==> config.mk <==
export PLATFORM = sky130hd
export DESIGN_NAME = regfile_ctrl
export DESIGN_NICKNAME = d
export VERILOG_FILES = /design/src/rtl/regfile_ctrl.sv
export SDC_FILE = /design/constraint.sdc
export NUM_CORES = 1
export LEC_CHECK = 0
export ABC_CLOCK_PERIOD_IN_PS = 3400
export BUFFER_PORTS_ARGS = -buffer_cell sky130_fd_sc_hd__buf_2
export CAP_MARGIN = 20
export CORE_MARGIN = 2
export CORE_UTILIZATION = 45
export DETAILED_ROUTE_END_ITERATION = 10
export GPL_ROUTABILITY_DRIVEN = 1
export PLACE_DENSITY = 0.79
export SETUP_SLACK_MARGIN = 0.02
export SLEW_MARGIN = 20
export SYNTH_ARGS = -nofsm -noshare
export SYNTH_HDL_FRONTEND = slang
export SYNTH_SLANG_ARGS = --single-unit
==> constraint.sdc <==
create_clock -name clk -period 3.4 [get_ports clk]
set_input_delay 0.68 -clock clk [delete_from_list [all_inputs] [get_ports clk]]
set_output_delay 0.68 -clock clk [all_outputs]
set_load 0.005 [all_outputs]
==> src/rtl/regfile_ctrl.sv <==
// regfile_ctrl: sequences LOADI/MOV/ADD/READ commands against an external 4-entry register file.
// Revision 1.0 - initial release.
`default_nettype none

module regfile_ctrl #(
   parameter int DATA_W = 8
) (
   input  logic              clk,
   input  logic              reset_b,
   input  logic              cmd_valid,
   output logic              cmd_ready,
   input  logic [1:0]        cmd_op,
   input  logic [1:0]        cmd_dst,
   input  logic [1:0]        cmd_src,
   input  logic [DATA_W-1:0] cmd_imm,
   output logic [DATA_W-1:0] rf_write_data,
   output logic [1:0]        rf_write_address,
   output logic              rf_write_enable,
   output logic [1:0]        rf_read_address,
   input  logic [DATA_W-1:0] rf_read_data,
   output logic              rsp_valid,
   input  logic              rsp_ready,
   output logic [DATA_W-1:0] rsp_data,
   output logic              carry,
   output logic              busy
);

   localparam logic [1:0] OP_LOADI = 2'b00;
   localparam logic [1:0] OP_MOV   = 2'b01;
   localparam logic [1:0] OP_ADD   = 2'b10;

   typedef enum logic [2:0] {
      IDLE  = 3'd0,
      RD_A  = 3'd1,
      RD_B  = 3'd2,
      WRITE = 3'd3,
      RESP  = 3'd4
   } state_t;

   state_t            state_q, state_d;
   logic [1:0]        op_q, op_d;
   logic [1:0]        dst_q, dst_d;
   logic [DATA_W-1:0] a_q, a_d;
   logic [DATA_W-1:0] b_q, b_d;
   logic [DATA_W-1:0] rf_write_data_q, rf_write_data_d;
   logic [1:0]        rf_write_address_q, rf_write_address_d;
   logic              rf_write_enable_q, rf_write_enable_d;
   logic [1:0]        rf_read_address_q, rf_read_address_d;
   logic              rsp_valid_q, rsp_valid_d;
   logic [DATA_W-1:0] rsp_data_q, rsp_data_d;
   logic              carry_q, carry_d;
   logic [DATA_W:0]   sum;

   // One adder: B comes live from the file in RD_B, from the latched copy in WRITE for the carry.
   assign sum = {1'b0, a_q} + {1'b0, (state_q == RD_B) ? rf_read_data : b_q};

   always_comb begin
      state_d            = state_q;
      op_d               = op_q;
      dst_d              = dst_q;
      a_d                = a_q;
      b_d                = b_q;
      rf_write_data_d    = rf_write_data_q;
      rf_write_address_d = rf_write_address_q;
      rf_write_enable_d  = 1'b0;
      rf_read_address_d  = rf_read_address_q;
      rsp_valid_d        = rsp_valid_q;
      rsp_data_d         = rsp_data_q;
      carry_d            = carry_q;
      case (state_q)
         IDLE: begin
            if (cmd_valid && cmd_ready) begin
               op_d  = cmd_op;
               dst_d = cmd_dst;
               if (cmd_op == OP_LOADI) begin
                  state_d            = WRITE;
                  rf_write_enable_d  = 1'b1;
                  rf_write_address_d = cmd_dst;
                  rf_write_data_d    = cmd_imm;
               end else begin
                  state_d           = RD_A;
                  rf_read_address_d = cmd_src;
               end
            end
         end
         RD_A: begin
            a_d = rf_read_data;
            case (op_q)
               OP_MOV: begin
                  state_d            = WRITE;
                  rf_write_enable_d  = 1'b1;
                  rf_write_address_d = dst_q;
                  rf_write_data_d    = rf_read_data;
               end
               OP_ADD: begin
                  state_d           = RD_B;
                  rf_read_address_d = dst_q;
               end
               default: begin
                  state_d     = RESP;
                  rsp_valid_d = 1'b1;
                  rsp_data_d  = rf_read_data;
               end
            endcase
         end
         RD_B: begin
            b_d                = rf_read_data;
            state_d            = WRITE;
            rf_write_enable_d  = 1'b1;
            rf_write_address_d = dst_q;
            rf_write_data_d    = sum[DATA_W-1:0];
         end
         WRITE: begin
            state_d = IDLE;
            if (op_q == OP_ADD) begin
               carry_d = sum[DATA_W];
            end
         end
         RESP: begin
            if (rsp_ready) begin
               state_d     = IDLE;
               rsp_valid_d = 1'b0;
            end
         end
         default: state_d = IDLE;
      endcase
   end

   always_ff @(posedge clk or negedge reset_b) begin
      if (!reset_b) begin
         state_q            <= IDLE;
         op_q               <= '0;
         dst_q              <= '0;
         a_q                <= '0;
         b_q                <= '0;
         rf_write_data_q    <= '0;
         rf_write_address_q <= '0;
         rf_write_enable_q  <= 1'b0;
         rf_read_address_q  <= '0;
         rsp_valid_q        <= 1'b0;
         rsp_data_q         <= '0;
         carry_q            <= 1'b0;
      end else begin
         state_q            <= state_d;
         op_q               <= op_d;
         dst_q              <= dst_d;
         a_q                <= a_d;
         b_q                <= b_d;
         rf_write_data_q    <= rf_write_data_d;
         rf_write_address_q <= rf_write_address_d;
         rf_write_enable_q  <= rf_write_enable_d;
         rf_read_address_q  <= rf_read_address_d;
         rsp_valid_q        <= rsp_valid_d;
         rsp_data_q         <= rsp_data_d;
         carry_q            <= carry_d;
      end
   end

   assign cmd_ready        = (state_q == IDLE) && !rsp_valid_q;
   assign busy             = (state_q != IDLE);
   assign rf_write_data    = rf_write_data_q;
   assign rf_write_address = rf_write_address_q;
   assign rf_write_enable  = rf_write_enable_q;
   assign rf_read_address  = rf_read_address_q;
   assign rsp_valid        = rsp_valid_q;
   assign rsp_data         = rsp_data_q;
   assign carry            = carry_q;

endmodule

`default_nettype wire
Word-level counts from Yosys, hierarchy flattened
Cells that the tools add are included.
{"block": "word_totals", "ff_bits": 46, "elab_cells": 69}
{"block": "op_classes", "addsub": 1, "eq_ne": 13, "muxes": 25, "n_bitwise": 1, "n_reduce_logical": 17}
{"operator": "$mux W8", "n": 4}
{"operator": "$pmux W8 S3", "n": 1}
{"operator": "$mux W2", "n": 7}
{"operator": "$ne A2 B2 Y1 const B", "n": 7}
{"operator": "$pmux W3 S4", "n": 1}
{"operator": "$add A8 B8 Y9", "n": 1}
{"operator": "$reduce_and A2 Y1", "n": 4}
{"operator": "$reduce_and A4 Y1", "n": 2}
{"operator": "$eq A3 B2 Y1 const B", "n": 2}
{"operator": "$mux W3", "n": 2}
{"operator": "$pmux W2 S3", "n": 1}
{"operator": "$pmux W3 S2", "n": 1}
{"operator": "$reduce_bool A3 Y1", "n": 2}
{"operator": "$mux W1", "n": 5}
{"operator": "$pmux W2 S2", "n": 1}
{"operator": "$reduce_bool A2 Y1", "n": 2}
{"operator": "$eq A3 B1 Y1 const B", "n": 1}
{"operator": "$eq A3 B3 Y1 const B", "n": 1}
{"operator": "$logic_not A3 Y1", "n": 1}
{"operator": "$pmux W1 S3", "n": 1}
{"operator": "$reduce_and A3 Y1", "n": 1}
{"operator": "$eq A2 B1 Y1 const B", "n": 1}
{"operator": "$eq A2 B2 Y1 const B", "n": 1}
{"operator": "$logic_and A1 B1 Y1", "n": 2}
{"operator": "other kinds (5)", "n": 5}

Logic depth before layout (Yosys ltp)
{"block": "logic_depth", "word_depth": 5, "depth_mapped": 13}

Worst setup path before layout
Ideal clock, no wire load.
{"block": "synth_path", "path_type": "flip-flop to flip-flop", "start": "reg state_q[1]", "end": "reg carry_q, in the netlist carry", "setup_time_ps": 136, "arrival_ps": 2471, "slack_ps": 793, "stages_incl_launch_ff": 14, "synth_period_minus_slack_ps": 2607, "cell_sequence": "dfrtp_1 > buf_2 > clkbuf_1 > nand2_1 > clkbuf_1 > nand2_1 > nand2_1 > ha_1 > fa_1 > nand3_1 > a21o_1 > nand2_1 > a2111oi_0 > nor3_1"}
{"block": "synth_between", "elab_chain_cells": 3}
{"item": "from (decl)", "line_no": "40", "text": "state_t state_q, state_d;"}
{"item": "from (signal assigned)", "line_no": "144", "text": "state_q <= state_d;"}
{"item": "$eq A3 B2 Y1", "line_no": "55", "text": "assign sum = {1'b0, a_q} + {1'b0, (state_q == RD_B) ? rf_read_data : b_q};"}
{"item": "$mux W8"}
{"item": "$add A8 B8 Y9", "line_no": "55"}
{"item": "to (signal assigned)", "line_no": "155", "text": "carry_q <= carry_d;"}
{"item": "to (decl)", "line_no": "51", "text": "logic carry_q, carry_d;"}
Several ways; a longest one is shown, not always the timed one.
A chain may end at the register's enable or synchronous reset.

Worst setup path in the final report
{"block": "layout_path", "start": "reg state_q[0]", "end": "reg carry_q, in the netlist carry"}
The elaborated chain is that of the path after synthesis.

==> flow_metrics.env <==
export IMPL_area_growth_pct=16.5
export IMPL_insertion_delay_ps=300
export IMPL_rows=26
export IMPL_r2r_cells=11
export IMPL_drtIter0Drc=100
export IMPL_ios=51
export IMPL_ys_types=37
export IMPL_holdBufCountCts=0
export IMPL_synth_nets=274
export IMPL_drt_pass1_iterations=4
export IMPL_vias=1855
export IMPL_grt_overflow=0
export IMPL_path_class="register to register"
export IMPL_cap_viol_max_count=0
export IMPL_wl_per_cell_um=14.4
export IMPL_synth_compound_area_frac=0.125
export IMPL_clk_pin_slew_ps=80
export IMPL_synth_edf_count=0
export IMPL_first_global_vias=1817
export IMPL_route_detailed_drc=0
export IMPL_clock_skew_ps=8.42
export IMPL_clock_path_buffers=2
export IMPL_drive_above_1_share=0.284
export IMPL_peakVddDrop_mv=0.448
export IMPL_cts_setup_buffers=0
export IMPL_cpMostUsedCell="nand2_1"
export IMPL_ys_async_sr_fraction=1.00
export IMPL_final_common_cell="buf_2"
export IMPL_root_buffer="clkbuf_8"
export IMPL_grt_pass1_wl_um=8580
export IMPL_synth_main_ff_cell="dfrtp_1"
export IMPL_synth_xor_area_share=0.0146
export IMPL_slew_viol_final=0
export IMPL_synth_mux_area_frac=0.114
export IMPL_r2r_end="carry"
export IMPL_cts_sinks=46
export IMPL_hold_class="input pin to asynchronous set/reset pin"
export IMPL_totalWireLength_um=5100
export IMPL_worstPathCellList="nor2_2 > and2_1 > nand2_1 > nand2_1 > ha_1 > fa_1 > nand3_1 > a21o_1 > nand2_1 > a2111oi_0 > nor3_1"
export IMPL_place_gp_congestion=0.855
export IMPL_ctsResizeCount=0
export IMPL_coreArea_um2=5140
export IMPL_period_needed_ps=2770
export IMPL_fp_dieW_um=77.0
export IMPL_cts_buffers=5
export IMPL_dp_hpwl_um=3730
export IMPL_worstMarginPinSlew_ps=664
export IMPL_status="completed"
export IMPL_final_setup_viol_count=0
export IMPL_rsz0062_at_grt="false"
export IMPL_grt_max_degree=47
export IMPL_setup_tns_ps=0
export IMPL_yosys_area_share_simple=0.159
export IMPL_finalCritPeriodShare=0.814
export IMPL_io_buffers=50
export IMPL_ant_nets=0
export IMPL_synth_cells=235
export IMPL_syn_avg_cell_area_um2=10.2
export IMPL_synth_area_um2=2400
export IMPL_rr_startpoint="state_q[0]"
export IMPL_fp_dieH_um=77.0
export IMPL_tritoncts="yes"
export IMPL_slew_headroom=0.557
export IMPL_ys_seq_elements=46
export IMPL_start_util=0.467
export IMPL_crit_fanout=15
export IMPL_r2r_slack_ps=630
export IMPL_cp_required_ps=3580
export IMPL_power_density_nw_per_um2=1040
export IMPL_finalNonFillerCells=355
export IMPL_dieArea_um2=5930
export IMPL_hold_viol=0
export IMPL_place_inst=347
export IMPL_htree_levels=2
export IMPL_fmax_mhz=361
export IMPL_track_usage=0.182
export IMPL_final_cell_mix="buf_2, dfrtp_1, nand2_1"
export IMPL_critPathMaxStageDelay_ps=560
export IMPL_start_kind="register"
export IMPL_yosysWarnings=0
export IMPL_crit_slowest_cell="dfrtp_1"
export IMPL_cp_arrival_ps=2940
export IMPL_final_nets=323
export IMPL_antennaDiodeCount=0
export IMPL_viasPerCell=5.23
export IMPL_seq_area_frac_synth=0.480
export IMPL_end_kind="register"
export IMPL_synth_top_family_by_area="simple AND/OR/NAND/NOR gates"
export IMPL_leakagePower_nw=1.33
export IMPL_antenna_found_initial=0
export IMPL_synth_fa_ha_area_frac=0.0709
[synthesized netlist by cell type (3+ instances only)]
library cell   n  area, um2
a31oi_1        9       56.3
clkbuf_1       4       15.0
o21ai_0       10       50.1
a22oi_1        4       30.0
ha_1          12        150
a2bb2oi_1      3       26.3
nand2_1       43        161
buf_6          3       33.8
dfrtp_1       46       1150
mux2_2        17        191
a21o_1         3       22.5
nand3_1        4       20.0
nor2_1        19       71.3
mux2i_1        6       60.1
inv_1          4       15.0
xor2_1         3       26.3
a21oi_1       17       85.1
[power breakdown]
group | switching [mW] | total [mW] | internal, mW
combinational | 0.838 | 1.53 | 0.692
sequential | 0.154 | 0.972 | 0.818
clock | 0.177 | 0.397 | 0.220
[cell type report]
cell class	instances	area [um2]
inverter	4	15.0
fill	482	2350
tap	70	87.6
clock buffer	7	76.3
sequential	46	1150
timing repair buffer	53	275
multi-input combinational	174	1160
clock inverter	1	30.0
[worst max-delay path: cells and delay by family (launching register included)]
family,cells,cell delay [ps]
and+or+nand+nor,7,900
DFF,1,560
AOI/OAI and AO/OA,2,560
adders and majority gates,2,620
[sequential cells by signal (all words and copies together) (netlist names), 3 cells and up]
| name | flops |
|---|---|
| state_q | 3 |
| rsp_data | 8 |
| a_q | 8 |
| rf_write_data | 8 |
| b_q | 8 |
[metrics by stage]
step                 util  hold WS, ps  total power [mW]  instance area, um2  setup WS, ps
finish              0.544          373              2.90                2790           632
global route        0.544          424              3.14                2790           337
CTS                 0.543          487              2.91                2790           638
detailed placement  0.522          465              2.50                2690           667
global placement    0.522          460              2.45                2690           746
floorplan               -          384              2.09                2400           793
[worst max path at each step]
stage                     from     to  slack, ps  depth (start not counted)
floorplan           state_q[1]  carry        790                         13
global placement    state_q[0]  carry        750                         11
detailed placement  state_q[0]  carry        670                         11
CTS                 state_q[0]  carry        640                         11
global route        state_q[0]  carry        340                         11
finish              state_q[0]  carry        630                         11
[metal layers]
| layer | wire length (um) | vias to the layer above | share of wire | track usage |
|---|---|---|---|---|
| met3 | 249 | 8 | 0.049 | 0.0353 |
| met4 | 76 | 0 | 0.015 | 0.0643 |
| li1 | - | 920 | - | - |
| met2 | 2340 | 42 | 0.46 | 0.291 |
| met5 | 0 | - | 0 | 0 |
| met1 | 2440 | 885 | 0.48 | 0.247 |
[logic make-up after synthesis]
kind of cell,Yosys count
and+or+nand+nor,82
AOI/OAI and AO/OA,50
DFF,46
muxes,25
buffers and inverters,15
adders and majority gates,13
xor gates and xnor gates,4
(Power assumes the default switching activity.)
